File: src/rtl/nibble_serial_adder.sv
// nibble_serial_adder: WIDTH-bit adder that streams one 4-bit nibble per
// clock through a 4-bit carry-lookahead slice, chaining the slice carry in a
// register. Operands are accepted on an in_valid/in_ready handshake and the
// full-width result is returned on an out_valid/out_ready handshake.
// Optional feature: define OVERFLOW_FLAG_EN to add the signed 'overflow' port.
module nibble_serial_adder #(
  parameter int unsigned WIDTH = 16
) (
  input  logic             clk,
  input  logic             rst_n,
  input  logic             in_valid,
  output logic             in_ready,
  input  logic [WIDTH-1:0] A,
  input  logic [WIDTH-1:0] B,
  input  logic             carryin,
  output logic             out_valid,
  input  logic             out_ready,
  output logic [WIDTH-1:0] Y,
  output logic             carryout
`ifdef OVERFLOW_FLAG_EN
  ,
  output logic             overflow
`endif
);

  localparam int unsigned NIBBLES = WIDTH / 4;
  localparam int unsigned IW      = (NIBBLES > 1) ? $clog2(NIBBLES) : 1;

  // Parameter sanity: whole nibbles and at least two of them.
  if ((WIDTH % 4) != 0 || WIDTH < 8) begin : g_bad_width
    $error("nibble_serial_adder: WIDTH must be a multiple of 4 and >= 8");
  end

  typedef enum logic [1:0] {
    IDLE,
    RUN,
    DONE
  } state_t;

  state_t state_q, state_d;

  logic [WIDTH-1:0] a_q;
  logic [WIDTH-1:0] b_q;
  logic             c_q;
  logic [IW-1:0]    idx_q;
  logic [WIDTH-1:0] y_q;
  logic             cout_q;

  logic             accept;
  logic             consume;
  logic             last_nibble;

  // Slice operands and results
  logic [3:0]       nib_a;
  logic [3:0]       nib_b;
  logic [3:0]       slice_g;
  logic [3:0]       slice_p;
  logic [4:0]       slice_c;
  logic [3:0]       slice_sum;

`ifdef OVERFLOW_FLAG_EN
  logic             ovf_q;
`endif

  assign in_ready    = (state_q == IDLE);
  assign out_valid   = (state_q == DONE);
  assign accept      = in_valid && in_ready;
  assign consume     = out_valid && out_ready;
  assign last_nibble = (idx_q == IW'(NIBBLES - 1));

  assign Y        = y_q;
  assign carryout = cout_q;
`ifdef OVERFLOW_FLAG_EN
  assign overflow = ovf_q;
`endif

  // Select the operand nibbles addressed by the current index.
  always_comb begin
    nib_a = '0;
    nib_b = '0;
    for (int unsigned i = 0; i < NIBBLES; i++) begin
      if (idx_q == IW'(i)) begin
        nib_a = a_q[4*i +: 4];
        nib_b = b_q[4*i +: 4];
      end
    end
  end

  // 4-bit carry-lookahead slice: all carries computed from g/p and carry-in.
  always_comb begin
    slice_g    = nib_a & nib_b;
    slice_p    = nib_a ^ nib_b;
    slice_c[0] = c_q;
    slice_c[1] = slice_g[0]
               | (slice_p[0] & c_q);
    slice_c[2] = slice_g[1]
               | (slice_p[1] & slice_g[0])
               | (slice_p[1] & slice_p[0] & c_q);
    slice_c[3] = slice_g[2]
               | (slice_p[2] & slice_g[1])
               | (slice_p[2] & slice_p[1] & slice_g[0])
               | (slice_p[2] & slice_p[1] & slice_p[0] & c_q);
    slice_c[4] = slice_g[3]
               | (slice_p[3] & slice_g[2])
               | (slice_p[3] & slice_p[2] & slice_g[1])
               | (slice_p[3] & slice_p[2] & slice_p[1] & slice_g[0])
               | (slice_p[3] & slice_p[2] & slice_p[1] & slice_p[0] & c_q);
    slice_sum  = slice_p ^ slice_c[3:0];
  end

  // FSM state register.
  always_ff @(posedge clk) begin
    if (!rst_n) begin
      state_q <= IDLE;
    end else begin
      state_q <= state_d;
    end
  end

  // FSM next-state: accept in IDLE, step nibbles in RUN, hand off in DONE.
  always_comb begin
    state_d = state_q;
    unique case (state_q)
      IDLE: begin
        if (accept) begin
          state_d = RUN;
        end
      end
      RUN: begin
        if (last_nibble) begin
          state_d = DONE;
        end
      end
      DONE: begin
        if (consume) begin
          state_d = IDLE;
        end
      end
      default: begin
        state_d = IDLE;
      end
    endcase
  end

  // Operand capture: only the IDLE handshake may load the operand registers.
  always_ff @(posedge clk) begin
    if (!rst_n) begin
      a_q <= '0;
      b_q <= '0;
    end else if (state_q == IDLE && accept) begin
      a_q <= A;
      b_q <= B;
    end
  end

  // Carry chain register and nibble index.
  always_ff @(posedge clk) begin
    if (!rst_n) begin
      c_q   <= 1'b0;
      idx_q <= '0;
    end else begin
      unique case (state_q)
        IDLE: begin
          if (accept) begin
            c_q   <= carryin;
            idx_q <= '0;
          end
        end
        RUN: begin
          c_q <= slice_c[4];
          if (!last_nibble) begin
            idx_q <= idx_q + 1'b1;
          end
        end
        default: begin
          c_q   <= c_q;
          idx_q <= idx_q;
        end
      endcase
    end
  end

  // Result register: each RUN cycle writes one sum nibble; held otherwise.
  always_ff @(posedge clk) begin
    if (!rst_n) begin
      y_q <= '0;
    end else if (state_q == RUN) begin
      for (int unsigned i = 0; i < NIBBLES; i++) begin
        if (idx_q == IW'(i)) begin
          y_q[4*i +: 4] <= slice_sum;
        end
      end
    end
  end

  // Carry-out register: captured from the slice on the most-significant nibble.
  always_ff @(posedge clk) begin
    if (!rst_n) begin
      cout_q <= 1'b0;
    end else if (state_q == RUN && last_nibble) begin
      cout_q <= slice_c[4];
    end
  end

`ifdef OVERFLOW_FLAG_EN
  // Signed overflow: carry into the MSB differs from carry out of the MSB.
  always_ff @(posedge clk) begin
    if (!rst_n) begin
      ovf_q <= 1'b0;
    end else if (state_q == RUN && last_nibble) begin
      ovf_q <= slice_c[3] ^ slice_c[4];
    end
  end
`endif

endmodule

File: config.mk
export PLATFORM = sky130hd
export DESIGN_NAME = nibble_serial_adder
export DESIGN_NICKNAME = d
export VERILOG_FILES = /design/src/rtl/nibble_serial_adder.sv
export SDC_FILE = /design/constraint.sdc
export NUM_CORES = 1
export LEC_CHECK = 0
export BUFFER_PORTS_ARGS = -buffer_cell sky130_fd_sc_hd__buf_2
export CORE_ASPECT_RATIO = 0.5
export CORE_MARGIN = 1.5
export CORE_UTILIZATION = 42
export CTS_CLUSTER_DIAMETER = 200
export DETAILED_ROUTE_END_ITERATION = 8
export SYNTH_ARGS = -nofsm -noshare
export SYNTH_HDL_FRONTEND = slang
export SYNTH_SLANG_ARGS = --single-unit
File: constraint.sdc
create_clock -name clk -period 5.9 [get_ports clk]
set_input_delay 0.59 -clock clk [delete_from_list [all_inputs] [get_ports clk]]
set_output_delay 0.59 -clock clk [all_outputs]
set_load 0.03 [all_outputs]
==> out/results.tsv <==
stage	metric	value	unit
route	route.detailed.drc	0	
route	drt_iter0_markers	138	
place	hpwl	4.233	mm
final_layout	areaGrowthSynthToFinish	16.14	%
route	drt_first_pass_iters	4	
grt	grt_pass1_vias	2078	
critical_path	critPathMaxFanout	18	
synthesis	syn_nets	366	
timing	setup-tns-final	0	ns
die	core_area	5682	µm²
grt	grt_usage	18.92	%
critical_path	crit_type	reg2reg	
die	rows	19	
route	drt_wl_total	5.924	mm
final_layout	nNetsFinal	408	
timing	min_period	2.890	ns
clock_tree	clk_latency	0.29	ns
grt	grt_pass1_wl	9.770	mm
flow_run	maxCapViolations	0	
clock_tree	cts.sink_count	54	
timing	clock-skew-final	0.006627	ns
die	io_pins	56	
timing	grt_setup_unrepaired	no	
clock_tree	cts_tree	yes	
timing	slew_violations	0	
outcome	outcome	finished clean	
power_and_ir_drop	p_total	0.7892	mW
synthesis	ys_seq_elements	54	
die	die_area	6598	µm²
grt	grt_start_max_net_pins	59	
timing	max_freq	0.3461	GHz
final_layout	drive_above_1_share	18.56	%
final_layout	diodes	0	
clock_tree	clockBufferDepth	2	
synthesis	synth.distinct_cells	35	
critical_path	crit_required	6.07	ns
power_and_ir_drop	power.density	265.6	nW/µm²
place	io_buffers	55	
route	antenna_left	0	
clock_tree	clkTransAtPathRegs	0.07	ns
die	dieWidth	113.4	µm
place	pre_cts_ws	3.085	ns
critical_path	crit_arrival	3.06	ns
clock_tree	hold_buffers	0	
timing	hold_slack	0.4498	ns
timing	hold_viol	0	
synthesis	synth_seq_area_share	42.25	%
route	post_drt_wl_per_cell	13.65	µm
route	vias	2231	
critical_path	crit_path_end_kind	register	
clock_tree	cts_repair_resize_count	0	
clock_tree	htree_levels	2	
die	initial_core_util	45.03	%
synthesis	synth_warnings	0	
timing	max_slew_margin	42.27	%
grt	grt_overflow	0	
timing	fin_crit_sh	48.98	%
clock_tree	cts_root_buf	clkbuf_16	
final_layout	postLayoutCoreUtil	52.30	%
timing	worst_slack	3.010	ns
min_path	hold_path_class	reg2reg	
place	gp_congestion	0.8358	
synthesis	netlist_area	2559	µm²
timing	finalSetupViolCount	0	
route	avgViaCountPerCell	5.141	
synthesis	synth_edf_count	0	
synthesis	avgSynthCellArea	7.996	µm²
synthesis	async_reset_ff_share	0	%
power_and_ir_drop	vdd_ir_drop_max	0.1553	mV
die	die_h	58.19	µm
synthesis	ys.flop_type	dfxtp_1	
grt	antenna_found_initial	0	
synthesis	syn_inst	320	
critical_path	start_kind	register	
power_and_ir_drop	p_leak	1.260	nW
clock_tree	cts_made_buffers	5	
clock_tree	cts_setup_buffers	0	
timing	worstMarginPinSlew	0.8660	ns
-- cells in the final DEF (no fill, tap or decap), drive strengths merged --
| cell type | Yosys | routed |
|---|---|---|
| a31oi | 2 | 2 |
| fa | 1 | 1 |
| nand3 | 4 | 4 |
| clkbuf | 10 | 6 |
| nand4 | 8 | 8 |
| a21o | 1 | 1 |
| dfxtp | 54 | 54 |
| nor2b | 4 | 4 |
| mux2i | 1 | 1 |
| o21a | 1 | 1 |
| inv | 6 | 6 |
| or2 | 1 | 1 |
| o211a | 4 | 4 |
| o211ai | 2 | 2 |
| nand2 | 108 | 108 |
| o21bai | 2 | 2 |
| a21oi | 17 | 17 |
| a211oi | 1 | 1 |
| buf | 11 | 56 |
| nor2 | 4 | 4 |
| a22oi | 1 | 1 |
| and2 | 5 | 5 |
| nor3b | 3 | 3 |
| nand4b | 1 | 1 |
| ha | 8 | 8 |
| nand3b | 8 | 8 |
| xnor2 | 1 | 1 |
| o21ai | 10 | 10 |
| a21boi | 41 | 41 |
-- cells in the mapped netlist, types with 4 or more instances --
| cell type | count | area [µm²] |
|---|---|---|
| nor2b_1 | 4 | 25.02 |
| nor2_1 | 4 | 15.01 |
| clkbuf_1 | 10 | 37.54 |
| dfxtp_1 | 54 | 1081 |
| ha_1 | 8 | 100.1 |
| buf_2 | 8 | 40.04 |
| nand2_1 | 107 | 401.6 |
| o211a_1 | 4 | 40.04 |
| nand3b_1 | 8 | 60.06 |
| o21ai_0 | 9 | 45.04 |
| nand4_1 | 8 | 50.05 |
| a21boi_1 | 10 | 75.07 |
| inv_1 | 6 | 22.52 |
| nand3_1 | 4 | 20.02 |
| a21oi_1 | 17 | 85.08 |
| a21boi_0 | 31 | 232.7 |
-- state kept, by name (all words and copies together), names as in the netlist --
signal / count
Y: 16
a_q: 16
b_q: 16
c_q: 1
carryout: 1
idx_q: 2
state_q: 2
-- layer usage --
layer	share of wire, %	global-route usage [%]	up-vias
li1	-	-	1157
met1	53	27.59	1018
met2	42	28.83	52
met3	4.4	4.498	4
met4	0.56	3.750	0
met5	0	0	-
-- cell type report --
cell class	instances	area (µm²)
timing repair buffer	56	282.8
clock buffer	6	138.9
multi-input combinational	239	1355
fill	550	2710
tap	73	91.34
inverter	6	22.52
sequential	54	1081
-- metrics by stage --
stage / area, µm² / cells
after floorplan: 2559 / 320
after global placement: 2833 / 428
after detailed placement: 2833 / 428
after CTS: 2972 / 434
after global routing: 2972 / 434
final: 2972 / 434
-- path summary, 6_finish.rpt --
kind | from | end | slack (ns) | depth (start not counted)
max | idx_q[1]$_SDFFE_PN0P_ | Y[11]$_SDFFE_PN0P_ | 3.01 | 11
min | Y[14]$_SDFFE_PN0P_ | Y[14]$_SDFFE_PN0P_ | 0.45 | 2
max reg2reg | idx_q[1]$_SDFFE_PN0P_ | Y[11]$_SDFFE_PN0P_ | 3.01 | 11
min reg2reg | Y[14]$_SDFFE_PN0P_ | Y[14]$_SDFFE_PN0P_ | 0.45 | 2
-- logic make-up after synthesis --
| family | after synthesis | share of synthesized area, % |
|---|---|---|
| AOI/OAI and AO/OA | 82 | 21.71 |
| xor gates and xnor gates | 1 | 0.3424 |
| adders and majority gates | 9 | 4.695 |
| buffers and inverters | 27 | 4.792 |
| DFF | 54 | 42.25 |
| muxes | 1 | 0.3912 |
| and+or+nand+nor | 146 | 25.82 |
-- power breakdown --
group          leakage [nW]  switching (mW)  internal (mW)
sequential            0.441          0.0118          0.382
combinational         0.750          0.0664         0.0427
clock                0.0688           0.122          0.164
-- worst max-delay path, stage by stage (launching register included) --
cell	delay, ns
dfxtp_1	0.38
inv_1	0.09
ha_1	0.37
nand3b_1	0.24
a21oi_1	0.15
a21oi_1	0.06
o21ai_0	0.32
ha_1	0.31
a211oi_1	0.39
o211ai_1	0.24
nand4_1	0.14
a21boi_0	0.08
No activity file was read; power rests on OpenSTA's default activity.
